### src/rtl/stack_seq_pkg.sv
// Shared encodings for the stack sequencer: opcodes, FSM states and SP reset value.
// Optional guard logic is enabled with the STACK_GUARD_EN macro.
package stack_seq_pkg;

    typedef enum logic [1:0] {
        OP_CALL = 2'b00,
        OP_RET  = 2'b01,
        OP_INT  = 2'b10,
        OP_RETI = 2'b11
    } op_t;

    typedef enum logic [2:0] {
        IDLE,
        PUSH_HI,
        PUSH_LO,
        PUSH_FL,
        POP_FL,
        POP_LO,
        POP_HI,
        FIN
    } state_t;

    // All-ones; modules slice this to their own address width.
    localparam logic [31:0] SP_RESET = '1;

endpackage

### src/rtl/stack_pointer.sv
// Stack pointer register with push/pop update and optional overflow/underflow guard.
// Guard behaviour is compiled in with the STACK_GUARD_EN macro.
module stack_pointer
    import stack_seq_pkg::*;
#(
    parameter int unsigned ADDR_W = 11
) (
    input  logic              clk,
    input  logic              rst_n,
    input  logic              push,
    input  logic              pop,
    output logic [ADDR_W-1:0] sp,
    output logic              blocked,
    output logic              stack_err
);

    localparam logic [ADDR_W-1:0] SP_INIT = SP_RESET[ADDR_W-1:0];

`ifdef STACK_GUARD_EN
    assign blocked = (push && (sp == '0)) || (pop && (sp == SP_INIT));

    always_ff @(posedge clk or negedge rst_n) begin
        if (!rst_n) begin
            stack_err <= 1'b0;
        end else if (blocked) begin
            stack_err <= 1'b1;
        end
    end
`else
    assign blocked   = 1'b0;
    assign stack_err = 1'b0;
`endif

    always_ff @(posedge clk or negedge rst_n) begin
        if (!rst_n) begin
            sp <= SP_INIT;
        end else if (!blocked) begin
            if (push) begin
                sp <= sp - 1'b1;
            end else if (pop) begin
                sp <= sp + 1'b1;
            end
        end
    end

endmodule

### src/rtl/stack_sequencer.sv
// Multi-cycle CALL/RET/INT/RETI stack sequencer driving the data-memory port.
// Define STACK_GUARD_EN to enable stack overflow/underflow protection.
module stack_sequencer
    import stack_seq_pkg::*;
#(
    parameter int unsigned ADDR_W = 11,
    parameter int unsigned DATA_W = 16,
    parameter int unsigned PC_W   = 32,
    parameter int unsigned FLAG_W = 3
) (
    input  logic              clk,
    input  logic              rst_n,
    input  logic              start,
    input  logic [1:0]        op,
    output logic              ack,
    input  logic [PC_W-1:0]   pc_in,
    input  logic [FLAG_W-1:0] flags_in,
    output logic [ADDR_W-1:0] mem_addr,
    output logic [DATA_W-1:0] mem_wdata,
    output logic              mem_we,
    output logic              mem_re,
    input  logic [DATA_W-1:0] mem_rdata,
    output logic              busy,
    output logic              done,
    output logic [PC_W-1:0]   pc_out,
    output logic              pc_load,
    output logic [FLAG_W-1:0] flags_out,
    output logic              flags_load,
    output logic [ADDR_W-1:0] sp,
    output logic              stack_err
);

    state_t              state;
    op_t                 op_q;
    logic [PC_W-1:0]     pc_q;
    logic [FLAG_W-1:0]   fl_q;
    logic [DATA_W-1:0]   lo_cap;
    logic [FLAG_W-1:0]   fl_cap;
    logic                rd_valid;
    logic [PC_W-1:0]     pc_reg;
    logic [FLAG_W-1:0]   fl_reg;
    logic [DATA_W-1:0]   rd_data;
    logic                push_st;
    logic                pop_st;
    logic                blocked;

    assign push_st = (state == PUSH_HI) || (state == PUSH_LO) || (state == PUSH_FL);
    assign pop_st  = (state == POP_FL) || (state == POP_LO) || (state == POP_HI);

    stack_pointer #(.ADDR_W(ADDR_W)) u_sp (
        .clk       (clk),
        .rst_n     (rst_n),
        .push      (push_st),
        .pop       (pop_st),
        .sp        (sp),
        .blocked   (blocked),
        .stack_err (stack_err)
    );

    assign ack    = (state == IDLE) && start;
    assign busy   = (state != IDLE) || ack;
    assign mem_we = push_st && !blocked;
    assign mem_re = pop_st && !blocked;

    // A suppressed read leaves mem_rdata stale, so captures must see zero instead.
    assign rd_data = rd_valid ? mem_rdata : '0;

    always_comb begin
        mem_addr = '0;
        if (push_st) begin
            mem_addr = sp;
        end else if (pop_st) begin
            mem_addr = sp + 1'b1;
        end
    end

    always_comb begin
        mem_wdata = '0;
        case (state)
            PUSH_HI: mem_wdata = pc_q[PC_W-1:DATA_W];
            PUSH_LO: mem_wdata = pc_q[DATA_W-1:0];
            PUSH_FL: mem_wdata = DATA_W'(fl_q);
            default: mem_wdata = '0;
        endcase
    end

    assign done       = ((state == PUSH_LO) && (op_q == OP_CALL)) || (state == PUSH_FL) || (state == FIN);
    assign pc_load    = (state == FIN);
    assign flags_load = (state == FIN) && (op_q == OP_RETI);

    // The hi word arrives in FIN itself, so the loaded value bypasses the hold register.
    assign pc_out    = pc_load    ? {rd_data, lo_cap} : pc_reg;
    assign flags_out = flags_load ? fl_cap            : fl_reg;

    always_ff @(posedge clk or negedge rst_n) begin
        if (!rst_n) begin
            state    <= IDLE;
            op_q     <= OP_CALL;
            pc_q     <= '0;
            fl_q     <= '0;
            lo_cap   <= '0;
            fl_cap   <= '0;
            rd_valid <= 1'b0;
            pc_reg   <= '0;
            fl_reg   <= '0;
        end else begin
            rd_valid <= mem_re;
            case (state)
                IDLE: begin
                    if (start) begin
                        op_q <= op_t'(op);
                        pc_q <= pc_in;
                        fl_q <= flags_in;
                        case (op_t'(op))
                            OP_CALL, OP_INT: state <= PUSH_HI;
                            OP_RET:          state <= POP_LO;
                            default:         state <= POP_FL;
                        endcase
                    end
                end
                PUSH_HI: state <= PUSH_LO;
                PUSH_LO: state <= (op_q == OP_INT) ? PUSH_FL : IDLE;
                PUSH_FL: state <= IDLE;
                POP_FL:  state <= POP_LO;
                POP_LO: begin
                    if (op_q == OP_RETI) begin
                        fl_cap <= rd_data[FLAG_W-1:0];
                    end
                    state <= POP_HI;
                end
                POP_HI: begin
                    lo_cap <= rd_data;
                    state  <= FIN;
                end
                FIN: begin
                    pc_reg <= pc_out;
                    if (op_q == OP_RETI) begin
                        fl_reg <= fl_cap;
                    end
                    state <= IDLE;
                end
                default: state <= IDLE;
            endcase
        end
    end

endmodule

### config.mk
export PLATFORM = sky130hd
export DESIGN_NAME = stack_sequencer
export DESIGN_NICKNAME = d
export VERILOG_FILES = /design/src/rtl/stack_seq_pkg.sv /design/src/rtl/stack_pointer.sv /design/src/rtl/stack_sequencer.sv
export SDC_FILE = /design/constraint.sdc
export NUM_CORES = 1
export LEC_CHECK = 0
export CORE_MARGIN = 10
export CORE_UTILIZATION = 55
export CTS_CLUSTER_DIAMETER = 100
export DETAILED_ROUTE_END_ITERATION = 10
export DONT_BUFFER_PORTS = 1
export MAX_ROUTING_LAYER = met4
export PLACE_DENSITY_LB_ADDON = 0.1
export SETUP_SLACK_MARGIN = 0.3
export SLEW_MARGIN = 40
export SYNTH_ARGS = -nofsm -noshare
export SYNTH_HDL_FRONTEND = slang
export SYNTH_SLANG_ARGS = --single-unit
### constraint.sdc
create_clock -name clk -period 5.1 [get_ports clk]
set_input_delay 1.02 -clock clk [delete_from_list [all_inputs] [get_ports clk]]
set_output_delay 1.02 -clock clk [all_outputs]
set_load 0.005 [all_outputs]
## Word-level counts from Yosys, hierarchy flattened

Index checks and enable logic that the tools add are counted.

| cells by class | value |
|---|---|
| mux-type cells | 12 |
| reductions and logical operators | 20 |
| add/sub/neg operators | 2 |
| eq/ne operators | 12 |

Operators with widths:

| kind | count |
|---|---|
| one-hot mux 16 bit (3 select lines) | 1 |
| two-way mux 11 bit | 4 |
| two-way mux 32 bit | 1 |
| one-hot mux 3 bit (7 select lines) | 1 |
| two-way mux 16 bit | 1 |
| == test 3 bit (second input constant) | 4 |
| adder 11 x 1 -> 11 bit (second input constant) | 1 |
| subtractor 11 x 1 -> 11 bit (second input constant) | 1 |
| logical OR 1 bit | 7 |
| == test 2 bit (second input constant) | 3 |
| == test 3 x 2 -> 1 bit (second input constant) | 2 |
| two-way mux 3 bit | 2 |
| one-hot mux 3 bit (2 select lines) | 1 |
| AND reduction 2 bit | 3 |
| zero test 2 bit | 2 |
| OR reduction 2 bit | 2 |
| == test 3 x 1 -> 1 bit (second input constant) | 1 |
| logical AND 1 bit | 3 |
| zero test 3 bit | 1 |
| nonzero test 3 bit | 1 |
| == test 2 x 1 -> 1 bit (second input constant) | 1 |
| two-way mux 2 bit | 1 |
| inequality test 2 bit (second input constant) | 1 |
| nonzero test 2 bit | 1 |

| word-level totals | value |
|---|---|
| input port bits | 56 |
| flip-flop bits (word level) | 106 |

## Logic depth before layout (Yosys ltp)

| logic depth | value |
|---|---|
| depth in word-level cells | 5 |
| gate-level depth with buffers | 8 |

## Cells and area by module

From an unflattened synthesis, not the netlist that was laid out.

| second synthesis, totals | value |
|---|---|
| cells, all modules | 521 |
| area total of the unflattened synthesis | 5466.5 um^2 |

By module, submodules not included:

| module | times used | area each (um^2) | cells each |
|---|---|---|---|
| stack_sequencer | 1 | 4519.3 | 413 |
| stack_pointer | 1 | 947.2 | 108 |

## Worst setup path after synthesis

OpenSTA, ideal clock, no wires.

| path | value |
|---|---|
| path kind | register to output |
| start point | register u_sp.sp[0] |
| end point | output mem_addr[8] |
| data required time | 4.080 ns |
| cell stages (with the launch flop) | 7 |
| arrival | 1.519 ns |
| slack | 2.561 ns |
| cell sequence | dfstp_2 -> ha_1 -> and3_1 -> clkbuf_1 -> nand3_1 -> mux2i_1 -> nand2_1 |

| on the way | value |
|---|---|
| word-level cells in the longest chain between the ends | 3 |

Ends and longest elaborated chain:

| element | line | text |
|---|---|---|
| from (decl) | stack_pointer.sv:12 | `output logic [ADDR_W-1:0] sp,` |
| from (signal assigned) | stack_pointer.sv:39 | `sp <= sp - 1'b1;` |
| from (signal assigned) | stack_pointer.sv:41 | `sp <= sp + 1'b1;` |
| adder 11 x 1 -> 11 bit | stack_sequencer.sv:73 | `mem_addr = sp + 1'b1;` |
| two-way mux 11 bit | stack_sequencer.sv:72 | `end else if (pop_st) begin` |
| two-way mux 11 bit | stack_sequencer.sv:70 | `if (push_st) begin` |
| to (decl) | stack_sequencer.sv:18 | `output logic [ADDR_W-1:0] mem_addr,` |

No other way between the ends.

## Worst setup path after layout

| path | value |
|---|---|
| start point | register state[1] |
| end point | output flags_out[0] |

| on the way | value |
|---|---|
| word-level cells in the longest chain between the ends | 3 |

Ends and longest elaborated chain:

| element | line | text |
|---|---|---|
| from (decl) | stack_sequencer.sv:33 | `state_t state;` |
| from (signal assigned) | stack_sequencer.sv:122 | `PUSH_LO: state <= (op_q == OP_INT) ? PUSH_FL : IDLE;` |
| == test 3 bit | - |  |
| named net pc_load | stack_sequencer.sv:26 | `output logic pc_load,` |
| logical AND 1 bit | stack_sequencer.sv:89 | `assign flags_load = (state == FIN) && (op_q == OP_RETI);` |
| named net flags_load | stack_sequencer.sv:28 | `output logic flags_load,` |
| two-way mux 3 bit | stack_sequencer.sv:93 | `assign flags_out = flags_load ? fl_cap : fl_reg;` |
| to (decl) | stack_sequencer.sv:27 | `output logic [FLAG_W-1:0] flags_out,` |

The timed path passes the listed nets, and every way through them passes these cells.

==> results.toml <==
[timing]
final-hold-violation-count = 0
relSlewSlack_pct = 48.2
clock-skew-final_ns = 0.0125
drv_slew = 0
fin_tns_setup_ns = 0
final-setup-viol-count = 0
min_period_over_period_pct = 76.0
rsz0062_at_grt = "false"
fmax_mhz = 258
finalCriticalPeriod_ns = 3.88
whs_ns = 0.356
layout_setup_ws_ns = 1.22
tightest_slew_ns = 0.775

[power]
ir_drop_mv = 0.278
powerDensity_nw_per_um2 = 656
switching_share_pct = 39.5
leakagePower_nw = 2.39
power_mw = 3.60
p_comb_share_pct = 38.6
power.internal_mw = 2.18
pwr-share-seq_pct = 46.3
p_clk_share_pct = 15.1
switchingPower_mw = 1.42

[final_layout]
final_nets = 517
drive_gt1_share_pct = 26.7
postLayoutCellArea_um2 = 5490
area_growth_pct = 2.02
fin_util_pct = 57.0
antenna_cells = 0
instances_no_fill = 597

[cts]
clock-sinks = 106
tritoncts = "done"
insertion_delay_ns = 0.36
cts_hold_buffers = 0
htreeDepth = 3
post_cts_buffers = 0
cts.reportedPaths.clkPinSlew_ns = 0.10
cts_max_path_buffers = 2
cts_buffers = 9
ctsResizeCount = 0
cts_root_buf = "clkbuf_8"

[yosys]
yosys.area.top_type = "dfrtp_1"
synthMuxAreaShare_pct = 18.6
ys_seq_area_share_pct = 49.5
synth_compound_gate_area_share_pct = 12.1
synth_nets = 544
synth_cell_type_count = 50
synthTopCellsByArea = "dfrtp_1, mux2_4, mux2_2"
synth-edff-count = 0
syn_avg_cell_area_um2 = 11.1
synth_common_cells = "dfrtp_1, nand2_1, o21ai_0"
ys_async_sr_fraction_pct = 100
yosys.area_share.simple_pct = 12.0
synthFlopType = "dfrtp_1"
synth_top_family_by_area = "multiplexers"
synth_fa_ha_area_share_pct = 0.465
synth_top_area_share_pct = 44.2
synth_xor_area_share_pct = 1.46
synth-seq-cells = 106
syn_inst = 486
synth.most_common_cell = "dfrtp_1"
ys_warn_count = 0
syn_area_um2 = 5380

[floorplanning]
coreArea_um2 = 9640
ios = 137
placementRows = 36
die_area_um2 = 14100
dieWidth_um = 119
start_util_pct = 55.8
fp.dieH_um = 119

[place]
gp_congestion = 0.882
placed_area_um2 = 5280
detailed_place_hpwl_um = 8680
port_buffers = 0
placed_cells = 581
place_ws_ns = 1.61

[setup_path]
cp.required_ns = 4.08
r2r_start = "state[1]"
max_stage_delay_ns = 0.72
cp_slowest_cell = "dfrtp_1"
start_kind = "register"
arrival_ns = 2.86
worstSetupStartpoint = "state[1]"
end_kind = "output pin"
crit_type = "register to output pin"
path_max_fanout = 49
path_cells = "nand3_2, buf_4, inv_2, and3_1, mux2_1"

[detailed_routing]
wl_per_cell_um = 20.2
viasPerCell = 5.78
first_pass_iters = 4
drt_iter0_markers = 271
dr_total_vias = 3450
drt-total-wl_um = 12100
ant_nets = 0
drc = 0

[global_routing]
grt-ovfl-total = 0
grt_usage_pct = 17.6
grt_antenna_before_repair = 0
grt_pass1_vias = 3559
grt_max_degree = 107
grt_pass1_wl_um = 19800

[flow_run]
drv_cap = 0

[outcome]
outcome = "finished clean"

[worst_hold_path]
hold_path.class = "input pin to async pin"
[power groups by stage]
stage	clock network [mW]	registers [mW]	logic (mW)
after global routing	0.597	1.75	1.56
after global placement	0	1.67	1.38
after detailed placement	0	1.68	1.41
after CTS	0.561	1.67	1.42
final	0.543	1.67	1.39
after floorplan	0	1.45	1.40
[logic make-up (layout without fill, tap and decap cells)]
family	count (synthesis)	in the layout
other cells	1	1
fa+ha+maj	2	2
xor+xnor	9	9
flops	106	106
buf+inv	47	25
mux	77	77
simple gates	138	138
compound gates	106	106
[layout by cell type (no fill, tap or decap), types with 4 or more instances in the layout]
master,count
dfrtp_1,94
nand2_1,71
o21ai_0,48
mux2_2,36
mux2_4,36
nor2_1,24
a22oi_1,16
o21ai_1,13
dfstp_2,11
o21ai_2,9
clkbuf_8,9
a21oi_1,7
nand3_1,6
xnor2_1,6
nand4_1,5
nor4_1,5
nor2b_1,4
a31oi_1,4
[layout make-up]
| type | count | area [um2] |
|---|---|---|
| repair buffers | 3 | 22.5 |
| well taps | 133 | 166 |
| inverters | 6 | 22.5 |
| clock buffers | 9 | 124 |
| fillers | 875 | 4150 |
| multi-input cells | 333 | 2400 |
| clock inverters | 7 | 82.6 |
| flip-flops and latches | 106 | 2670 |
[metal layers]
metal  track usage [%]  part of all wire (%)  vias to the layer above
li1                  -                     -                     1638
met1              23.2                    46                     1689
met2              25.0                    45                      109
met3              5.90                   8.0                       14
met4              5.34                   1.3                        0
met5                 -                     0                        -
[worst paths after layout]
check | end | depth (start not counted) | slack (ns)
setup / recovery | flags_out[0] | 5 | 1.22
max in group asynchronous | u_sp.sp[7] | 0 | 4.51
setup reg to reg | fl_reg[0] | 5 | 2.47
hold reg to reg | pc_reg[18] | 2 | 0.48
hold / removal | rd_valid | 0 | 0.36
min in group clk | pc_reg[18] | 2 | 0.48
[critical path, delay by kind of cell, from the launching register on]
family,cells,cell delay [ns]
mux,1,0.40
flops,1,0.72
buf+inv,2,0.86
simple gates,2,0.52
Power figures use the tool's default switching activity.
